===== src/rtl/sd_spi_pkg.sv =====
// ---------------------------------------------------------------------------
// sd_spi_pkg
// Shared constants, error codes, FSM state encoding and small helpers for
// the SPI-mode SD single-block (CMD17) reader.
// ---------------------------------------------------------------------------
package sd_spi_pkg;

    localparam logic [7:0] CMD17_BYTE   = 8'h51;  // start bit + transmission bit + index 17
    localparam logic [7:0] DATA_TOKEN   = 8'hFE;  // start-of-block token for single reads
    localparam logic [7:0] DUMMY_BYTE   = 8'hFF;  // keeps DI high while clocking the card
    localparam int         SECTOR_BYTES = 512;
    localparam int         CMD_BYTES    = 6;
    localparam int         CRC_BYTES    = 2;

    localparam logic [1:0] ERR_NONE  = 2'd0;
    localparam logic [1:0] ERR_R1    = 2'd1;
    localparam logic [1:0] ERR_R1_TO = 2'd2;
    localparam logic [1:0] ERR_TOKEN = 2'd3;

    typedef enum logic [2:0] {
        ST_IDLE       = 3'd0,
        ST_SEND_CMD   = 3'd1,
        ST_WAIT_R1    = 3'd2,
        ST_WAIT_TOKEN = 3'd3,
        ST_READ_DATA  = 3'd4,
        ST_READ_CRC   = 3'd5,
        ST_TRAIL      = 3'd6,
        ST_DONE       = 3'd7
    } rd_state_t;

    // A data error token has the upper nibble clear (0x0X).
    function automatic logic is_error_token(input logic [7:0] rx);
        return (rx[7:4] == 4'h0);
    endfunction

    // Byte idx of the CMD17 frame: command, 4 address bytes MSB first, then a
    // dummy CRC byte (CRC is not checked by the card in SPI mode).
    function automatic logic [7:0] cmd17_byte(input logic [2:0] idx, input logic [31:0] addr);
        logic [7:0] b;
        case (idx)
            3'd0:    b = CMD17_BYTE;
            3'd1:    b = addr[31:24];
            3'd2:    b = addr[23:16];
            3'd3:    b = addr[15:8];
            3'd4:    b = addr[7:0];
            default: b = DUMMY_BYTE;
        endcase
        return b;
    endfunction

endpackage


===== src/rtl/sd_spi_byte_xfer.sv =====
// ---------------------------------------------------------------------------
// sd_spi_byte_xfer
// Full-duplex one-byte SPI mode-0 shifter with its own SCK divider. SCK idles
// low and toggles every CLK_DIV/2 clk_sd cycles while a byte is in flight.
// MOSI changes on SCK falling edges (first bit presented at start), MISO is
// sampled on SCK rising edges, MSB first. CS is a registered copy of
// i_cs_hold so the pin follows the controller one cycle later.
// Ports:
//   clk_sd, reset_n  clock, asynchronous active-low reset
//   i_start          begin a byte (ignored while busy)
//   i_abort          drop the byte in flight, SCK low, MOSI high
//   i_tx_byte        byte to shift out, sampled with i_start
//   i_cs_hold        1 keeps CS low
//   i_miso           card DO
//   o_sck/o_mosi/o_cs_n  SPI pins
//   o_busy           byte in flight
//   o_done           1-cycle pulse after the 8th falling edge
//   o_rx_byte        received byte, valid with o_done
// ---------------------------------------------------------------------------
module sd_spi_byte_xfer #(
    parameter int CLK_DIV = 4
) (
    input  logic       clk_sd,
    input  logic       reset_n,
    input  logic       i_start,
    input  logic       i_abort,
    input  logic [7:0] i_tx_byte,
    input  logic       i_cs_hold,
    input  logic       i_miso,
    output logic       o_sck,
    output logic       o_mosi,
    output logic       o_cs_n,
    output logic       o_busy,
    output logic       o_done,
    output logic [7:0] o_rx_byte
);

    localparam int HALF  = CLK_DIV / 2;
    localparam int DIV_W = (HALF > 1) ? $clog2(HALF) : 1;

    logic [DIV_W-1:0] r_div;
    logic [2:0]       r_bit_cnt;
    logic [7:0]       r_tx_sh;
    logic [7:0]       r_rx_sh;
    logic             r_sck;
    logic             r_mosi;
    logic             r_cs_n;
    logic             r_busy;
    logic             r_done;

    // CS follows the controller's hold request one cycle later.
    always_ff @(posedge clk_sd or negedge reset_n) begin
        if (!reset_n) begin
            r_cs_n <= 1'b1;
        end else begin
            r_cs_n <= ~i_cs_hold;
        end
    end

    // Divider, bit shifter and SCK generation for one byte.
    always_ff @(posedge clk_sd or negedge reset_n) begin
        if (!reset_n) begin
            r_div     <= '0;
            r_bit_cnt <= 3'd0;
            r_tx_sh   <= 8'hFF;
            r_rx_sh   <= 8'h00;
            r_sck     <= 1'b0;
            r_mosi    <= 1'b1;
            r_busy    <= 1'b0;
            r_done    <= 1'b0;
        end else begin
            r_done <= 1'b0;
            if (i_abort) begin
                r_div     <= '0;
                r_bit_cnt <= 3'd0;
                r_sck     <= 1'b0;
                r_mosi    <= 1'b1;
                r_busy    <= 1'b0;
            end else if (!r_busy) begin
                if (i_start) begin
                    // MSB must be on the wire before the first rising edge.
                    r_busy    <= 1'b1;
                    r_mosi    <= i_tx_byte[7];
                    r_tx_sh   <= {i_tx_byte[6:0], 1'b1};
                    r_div     <= '0;
                    r_bit_cnt <= 3'd0;
                end else begin
                    r_mosi <= 1'b1;
                end
            end else if (r_div == DIV_W'(HALF - 1)) begin
                r_div <= '0;
                r_sck <= ~r_sck;
                if (!r_sck) begin
                    r_rx_sh <= {r_rx_sh[6:0], i_miso};
                end else if (r_bit_cnt == 3'd7) begin
                    r_busy <= 1'b0;
                    r_done <= 1'b1;
                    r_mosi <= 1'b1;
                end else begin
                    r_mosi    <= r_tx_sh[7];
                    r_tx_sh   <= {r_tx_sh[6:0], 1'b1};
                    r_bit_cnt <= r_bit_cnt + 3'd1;
                end
            end else begin
                r_div <= r_div + DIV_W'(1);
            end
        end
    end

    assign o_sck     = r_sck;
    assign o_mosi    = r_mosi;
    assign o_cs_n    = r_cs_n;
    assign o_busy    = r_busy;
    assign o_done    = r_done;
    assign o_rx_byte = r_rx_sh;

endmodule


===== src/rtl/sd_spi_block_reader.sv =====
// ---------------------------------------------------------------------------
// sd_spi_block_reader
// Reads one 512-byte sector from an initialised SPI-mode SDHC card with CMD17
// and streams it out one byte per rd_data_valid strobe.
// Ports:
//   clk_sd, reset_n      clock, asynchronous active-low reset
//   i_sd_init_done       card is initialised (level); dropping it aborts a read
//   i_rd_start           1-cycle request, accepted in IDLE with init done
//   i_rd_addr            sector address, latched on accept
//   i_sd_spi_miso        card DO
//   o_sd_spi_clk/cs/mosi SPI pins (SCK idles low, CS active low, MOSI idles high)
//   o_rd_busy            read in progress
//   o_rd_data            sector byte, valid with o_rd_data_valid
//   o_rd_data_valid      1-cycle strobe per byte
//   o_rd_done            1-cycle pulse at the end of every accepted read
//   o_rd_err_code        0 ok, 1 R1 error, 2 R1 timeout, 3 token timeout/error/abort
// ---------------------------------------------------------------------------
module sd_spi_block_reader
    import sd_spi_pkg::*;
#(
    parameter int CLK_DIV       = 4,
    parameter int R1_TIMEOUT    = 8,
    parameter int TOKEN_TIMEOUT = 50000
) (
    input  logic        clk_sd,
    input  logic        reset_n,
    input  logic        i_sd_init_done,
    input  logic        i_rd_start,
    input  logic [31:0] i_rd_addr,
    input  logic        i_sd_spi_miso,
    output logic        o_sd_spi_clk,
    output logic        o_sd_spi_cs,
    output logic        o_sd_spi_mosi,
    output logic        o_rd_busy,
    output logic [7:0]  o_rd_data,
    output logic        o_rd_data_valid,
    output logic        o_rd_done,
    output logic [1:0]  o_rd_err_code
);

    localparam int CNT_W = 16;

    rd_state_t        r_state,  w_state_nxt;
    logic [CNT_W-1:0] r_cnt,    w_cnt_nxt;
    logic [8:0]       r_byte_cnt, w_byte_cnt_nxt;
    logic [31:0]      r_addr,   w_addr_nxt;
    logic [1:0]       r_err,    w_err_nxt;
    logic [7:0]       r_data,   w_data_nxt;
    logic             r_valid,  w_valid_nxt;
    logic             r_done,   w_done_nxt;
    logic             r_busy,   w_busy_nxt;

    logic             w_start;
    logic             w_abort;
    logic [7:0]       w_tx_byte;
    logic             w_active;
    logic             w_xfer_state;
    logic             w_cs_hold;
    logic             w_xfer_busy;
    logic             w_xfer_done;
    logic [7:0]       w_rx_byte;
    logic             w_cs_n;

    // CS is held low from the command through the CRC bytes.
    assign w_active     = (r_state == ST_SEND_CMD)   || (r_state == ST_WAIT_R1)   ||
                          (r_state == ST_WAIT_TOKEN) || (r_state == ST_READ_DATA) ||
                          (r_state == ST_READ_CRC);
    assign w_xfer_state = w_active || (r_state == ST_TRAIL);
    assign w_cs_hold    = w_active && !w_abort;

    sd_spi_byte_xfer #(
        .CLK_DIV (CLK_DIV)
    ) u_xfer (
        .clk_sd    (clk_sd),
        .reset_n   (reset_n),
        .i_start   (w_start),
        .i_abort   (w_abort),
        .i_tx_byte (w_tx_byte),
        .i_cs_hold (w_cs_hold),
        .i_miso    (i_sd_spi_miso),
        .o_sck     (o_sd_spi_clk),
        .o_mosi    (o_sd_spi_mosi),
        .o_cs_n    (w_cs_n),
        .o_busy    (w_xfer_busy),
        .o_done    (w_xfer_done),
        .o_rx_byte (w_rx_byte)
    );

    // State and datapath registers.
    always_ff @(posedge clk_sd or negedge reset_n) begin
        if (!reset_n) begin
            r_state    <= ST_IDLE;
            r_cnt      <= '0;
            r_byte_cnt <= 9'd0;
            r_addr     <= 32'd0;
            r_err      <= ERR_NONE;
            r_data     <= 8'd0;
            r_valid    <= 1'b0;
            r_done     <= 1'b0;
            r_busy     <= 1'b0;
        end else begin
            r_state    <= w_state_nxt;
            r_cnt      <= w_cnt_nxt;
            r_byte_cnt <= w_byte_cnt_nxt;
            r_addr     <= w_addr_nxt;
            r_err      <= w_err_nxt;
            r_data     <= w_data_nxt;
            r_valid    <= w_valid_nxt;
            r_done     <= w_done_nxt;
            r_busy     <= w_busy_nxt;
        end
    end

    // Next-state, byte sequencing and response decoding.
    always_comb begin
        w_state_nxt    = r_state;
        w_cnt_nxt      = r_cnt;
        w_byte_cnt_nxt = r_byte_cnt;
        w_addr_nxt     = r_addr;
        w_err_nxt      = r_err;
        w_data_nxt     = r_data;
        w_valid_nxt    = 1'b0;
        w_done_nxt     = 1'b0;
        w_busy_nxt     = r_busy;
        w_tx_byte      = DUMMY_BYTE;
        w_abort        = 1'b0;

        case (r_state)
            ST_IDLE: begin
                if (i_rd_start && i_sd_init_done) begin
                    w_addr_nxt     = i_rd_addr;
                    w_err_nxt      = ERR_NONE;
                    w_cnt_nxt      = '0;
                    w_byte_cnt_nxt = 9'd0;
                    w_busy_nxt     = 1'b1;
                    w_state_nxt    = ST_SEND_CMD;
                end else begin
                    w_state_nxt = ST_IDLE;
                end
            end
            ST_SEND_CMD: begin
                w_tx_byte = cmd17_byte(r_cnt[2:0], r_addr);
                if (w_xfer_done) begin
                    if (r_cnt == CNT_W'(CMD_BYTES - 1)) begin
                        w_cnt_nxt   = '0;
                        w_state_nxt = ST_WAIT_R1;
                    end else begin
                        w_cnt_nxt = r_cnt + CNT_W'(1);
                    end
                end else begin
                    w_cnt_nxt = r_cnt;
                end
            end
            ST_WAIT_R1: begin
                // Bytes with MSB set are "still busy"; the first MSB=0 byte is R1.
                if (w_xfer_done) begin
                    if (!w_rx_byte[7]) begin
                        w_cnt_nxt = '0;
                        if (w_rx_byte == 8'h00) begin
                            w_state_nxt = ST_WAIT_TOKEN;
                        end else begin
                            w_err_nxt   = ERR_R1;
                            w_state_nxt = ST_TRAIL;
                        end
                    end else if (r_cnt == CNT_W'(R1_TIMEOUT - 1)) begin
                        w_err_nxt   = ERR_R1_TO;
                        w_state_nxt = ST_TRAIL;
                    end else begin
                        w_cnt_nxt = r_cnt + CNT_W'(1);
                    end
                end else begin
                    w_cnt_nxt = r_cnt;
                end
            end
            ST_WAIT_TOKEN: begin
                if (w_xfer_done) begin
                    if (w_rx_byte == DATA_TOKEN) begin
                        w_byte_cnt_nxt = 9'd0;
                        w_state_nxt    = ST_READ_DATA;
                    end else if (is_error_token(w_rx_byte) ||
                                 (r_cnt == CNT_W'(TOKEN_TIMEOUT - 1))) begin
                        w_err_nxt   = ERR_TOKEN;
                        w_state_nxt = ST_TRAIL;
                    end else begin
                        w_cnt_nxt = r_cnt + CNT_W'(1);
                    end
                end else begin
                    w_cnt_nxt = r_cnt;
                end
            end
            ST_READ_DATA: begin
                if (w_xfer_done) begin
                    w_data_nxt     = w_rx_byte;
                    w_valid_nxt    = 1'b1;
                    w_byte_cnt_nxt = r_byte_cnt + 9'd1;
                    if (r_byte_cnt == 9'(SECTOR_BYTES - 1)) begin
                        w_cnt_nxt   = '0;
                        w_state_nxt = ST_READ_CRC;
                    end else begin
                        w_state_nxt = ST_READ_DATA;
                    end
                end else begin
                    w_byte_cnt_nxt = r_byte_cnt;
                end
            end
            ST_READ_CRC: begin
                if (w_xfer_done) begin
                    if (r_cnt == CNT_W'(CRC_BYTES - 1)) begin
                        w_cnt_nxt   = '0;
                        w_state_nxt = ST_TRAIL;
                    end else begin
                        w_cnt_nxt = r_cnt + CNT_W'(1);
                    end
                end else begin
                    w_cnt_nxt = r_cnt;
                end
            end
            ST_TRAIL: begin
                // One dummy byte with CS high lets the card release DO.
                if (w_xfer_done) begin
                    w_state_nxt = ST_DONE;
                end else begin
                    w_state_nxt = ST_TRAIL;
                end
            end
            ST_DONE: begin
                w_done_nxt  = 1'b1;
                w_busy_nxt  = 1'b0;
                w_state_nxt = ST_IDLE;
            end
            default: begin
                w_state_nxt = ST_IDLE;
            end
        endcase

        // Losing the card mid-transaction cuts the byte short and still reports.
        if (w_active && !i_sd_init_done) begin
            w_abort     = 1'b1;
            w_valid_nxt = 1'b0;
            w_err_nxt   = ERR_TOKEN;
            w_state_nxt = ST_TRAIL;
        end else begin
            w_abort = 1'b0;
        end
    end

    // A new byte starts once the previous one has been consumed by the FSM.
    assign w_start = w_xfer_state && !w_xfer_busy && !w_xfer_done && !w_abort;

    assign o_sd_spi_cs     = w_cs_n;
    assign o_rd_busy       = r_busy;
    assign o_rd_data       = r_data;
    assign o_rd_data_valid = r_valid;
    assign o_rd_done       = r_done;
    assign o_rd_err_code   = r_err;

endmodule


===== config.mk =====
export PLATFORM = sky130hd
export DESIGN_NAME = sd_spi_block_reader
export DESIGN_NICKNAME = d
export VERILOG_FILES = /design/src/rtl/sd_spi_pkg.sv /design/src/rtl/sd_spi_byte_xfer.sv /design/src/rtl/sd_spi_block_reader.sv
export SDC_FILE = /design/constraint.sdc
export NUM_CORES = 1
export LEC_CHECK = 0
export BUFFER_PORTS_ARGS = -buffer_cell sky130_fd_sc_hd__clkbuf_2
export CAP_MARGIN = 5
export CORE_MARGIN = 3
export CORE_UTILIZATION = 45
export DETAILED_ROUTE_END_ITERATION = 16
export SLEW_MARGIN = 20
export SYNTH_ARGS = -nofsm -noshare
export SYNTH_HDL_FRONTEND = slang
export SYNTH_SLANG_ARGS = --single-unit

===== constraint.sdc =====
create_clock -name clk_sd -period 7.3 [get_ports clk_sd]
set_input_delay 2.19 -clock clk_sd [delete_from_list [all_inputs] [get_ports clk_sd]]
set_output_delay 2.19 -clock clk_sd [all_outputs]
set_load 0.005 [all_outputs]

==> results.yml <==
timing:
  rsz0062_at_grt: "no"
  worst_pin_slew_ps: 1100
  period_needed_ps: 3990
  holdWs_ps: 465
  fmax_mhz: 251
  final.setup.tns_ps: 0
  slew_headroom: 0.269
  skew_ps: 11.1
  setup_viol: 0
  hold_viol_final: 0
  min_period_over_period: 0.547
  drv_slew: 0
routing:
  antenna_left: 0
  vias: 3791
  drc: 0
  wl_met3_um: 532
  wl_met1_um: 4980
  dr.pass1.iters: 4
  avgRoutedWirePerCell_um: 16.5
  viasPerCell: 5.74
  drtIter0Drc: 225
  highest_layer: "met4"
  routed_wl_um: 10900
  wl_met2_um: 5230
logic_synthesis:
  synthMuxAreaShare: 0.102
  syn-num-nets: 525
  ys_ff_latch: 97
  synth_fa_ha_area_frac: 0.0227
  synth_top_family_by_area: "compound AO/OA/AOI/OAI gates"
  synth-compound-area-share: 0.173
  synth_edf_count: 0
  synth_area_mm2: 0.00495
  avgSynthCellArea_um2: 10.3
  ys_types: 64
  ys.flop_type: "dfrtp_1"
  synth-xor-area-share: 0.00354
  seq_area_frac_synth: 0.492
  ys_async_sr_fraction: 1.00
  synth_cells: 479
  synth_simple_gate_area_frac: 0.164
  yosysWarnings: 0
clock_network:
  cts_root_buffer: "clkbuf_8"
  cts_tree: "built"
  clk_latency_ps: 370
  htree_levels: 3
  clock-sinks: 97
  clockBufferDepth: 2
  post_cts_buffers: 0
  cts_buffers: 9
  cts.clk_slew.worst_paths_ps: 90
  cts_resized: 0
  holdBufCountCts: 0
floorplanning:
  die_y_um: 111
  die_area_mm2: 0.0123
  io_pins: 53
  core_area_mm2: 0.0105
  core.rowCount: 37
  initial_core_util: 0.471
  die_w_um: 111
grt:
  grt_pass1_vias: 3808
  antenna_found_initial: 0
  track_usage: 0.186
  grt-ovfl-total: 0
  grt_first_pass_wirelength_um: 18700
  grt_max_degree: 64
min_path:
  hold_class: "reg2reg"
  holdPathEnd: "u_xfer.r_tx_sh[2]$_DFFE_PN1P_"
  min_from: "u_xfer.r_tx_sh[2]$_DFFE_PN1P_"
  min_path_cells: 2
finish:
  final_cell_mix: "dfrtp_1 (88), nand2_1 (61), clkbuf_2 (51)"
  diodes: 0
  area_delta_synth_final_pct: 11.4
  fin_area_mm2: 0.00552
  mostFrequentLayoutCell: "dfrtp_1"
  num-nets-final: 566
  drive_gt1_frac: 0.274
  finish.utilization: 0.525
critical_path:
  rrSetupSlack_ps: 4110
  crit_chain: "clkbuf_2 -> a32oi_1 -> o32ai_1 -> o221ai_4 -> or2_0 -> o41ai_1"
  path_class: "in2reg"
  slowest_stage: "or2_0"
  r2r_end: "r_cnt[11]$_DFFE_PN0P_"
  cp-start-kind: "input port"
  rr_startpoint: "r_byte_cnt[3]$_DFFE_PN0P_"
  max_stage_delay_ps: 680
  worstPathMaxFanout: 19
  rr_worst_depth: 9
  endpoint_kind: "flop"
  arrival_ps: 4240
  cp.required_ps: 7550
pwr:
  p_leak_uw: 0.00249
  power_density_mw_per_mm2: 314
  vdd_drop_max_mv: 0.181
run:
  maxCapViolCount: 0
placement:
  place_hpwl_um: 7500
  placed_area_mm2: 0.00526
  place_congestion: 0.848
  port_buffers: 52
run_status:
  status: "completed"
==> power breakdown <==
| group | internal [µW] | switching (µW) |
|---|---|---|
| Combinational | 217 | 230 |
| Clock | 247 | 190 |
| Sequential | 707 | 139 |
| Total | 1170 | 559 |
==> flip-flops by register name (all words and copies together) (netlist names) <==
register          count
u_xfer.r_bit_cnt      3
o_rd_data             8
u_xfer.r_tx_sh        7
u_xfer.r_div          1
u_xfer.o_sck          1
r_cnt                16
o_rd_busy             1
u_xfer.o_busy         1
o_rd_data_valid       1
u_xfer.o_done         1
r_state               3
r_byte_cnt            9
o_rd_done             1
u_xfer.o_mosi         1
u_xfer.o_rx_byte      8
o_rd_err_code         2
u_xfer.o_cs_n         1
r_addr               32
==> synth_stat cells (3+ instances only) <==
master,count,area [µm²]
a31oi_1,8,50.1
nor4_1,5,31.3
buf_2,9,45.0
a21oi_1,11,55.1
clkbuf_1,7,26.3
nor2b_1,3,18.8
o21ai_1,5,25.0
inv_1,15,56.3
nand3_1,15,75.1
and3_1,7,43.8
o31ai_1,6,45.0
o21ai_0,40,200
nand2_1,61,229
nand2b_1,4,25.0
o41ai_1,3,26.3
nor3_1,6,30.0
o21ai_2,3,26.3
o31ai_2,7,87.6
dfstp_2,9,236
ha_1,9,113
mux2i_1,3,30.0
o211ai_1,6,45.0
a22oi_1,16,120
nor2_1,32,120
nand4_1,8,50.1
buf_6,5,56.3
mux2_2,42,473
dfrtp_1,88,2200
==> kinds of logic (layout without fill, tap and decap cells) <==
| group | Yosys count | after routing |
|---|---|---|
| muxes | 45 | 45 |
| adders and majority gates | 9 | 9 |
| AOI/OAI and AO/OA | 123 | 123 |
| buffers and inverters | 41 | 87 |
| DFF | 97 | 97 |
| and+or+nand+nor | 162 | 162 |
| xor gates and xnor gates | 2 | 2 |
==> layout make-up <==
cell class              instances  area, µm²
repair buffers                 56        293
clock inverters                 4       98.8
flip-flops and latches         97       2440
well taps                     136        170
fillers                       934       4990
clock buffers                  12        155
inverters                      15       56.3
multi-input cells             341       2300
==> per-layer routing <==
metal | vias to the layer above | global-route usage
met4 | 0 | 0.0665
met5 | - | 0
met2 | 92 | 0.297
met1 | 1858 | 0.252
li1 | 1830 | -
met3 | 11 | 0.0398
==> worst max-delay path: cells and delay by family <==
kind / cells / cell delay, ps
and+or+nand+nor: 1 / 680
buffers and inverters: 1 / 160
AOI/OAI and AO/OA: 4 / 1210
==> worst max-delay path by stage <==
| stage | startpoint | endpoint | slack, ps |
|---|---|---|---|
| floorplan | i_sd_init_done | r_cnt[9]$_DFFE_PN0P_ | 3550 |
| global placement | i_sd_init_done | r_cnt[11]$_DFFE_PN0P_ | 3040 |
| detailed placement | i_sd_init_done | r_cnt[5]$_DFFE_PN0P_ | 2970 |
| CTS | i_sd_init_done | r_cnt[11]$_DFFE_PN0P_ | 3330 |
| global route | i_sd_init_done | r_cnt[11]$_DFFE_PN0P_ | 3150 |
| finish | i_sd_init_done | r_cnt[11]$_DFFE_PN0P_ | 3310 |
==> metrics by stage <==
stage | total power, µW | instances | setup slack (ps)
global placement | 1280 | 645 | 3040
finish | 1730 | 661 | 3310
floorplan | 1180 | 479 | 3550
global route | 1850 | 661 | 3150
detailed placement | 1310 | 645 | 2970
CTS | 1750 | 661 | 3330
(Power assumes the default switching activity.)
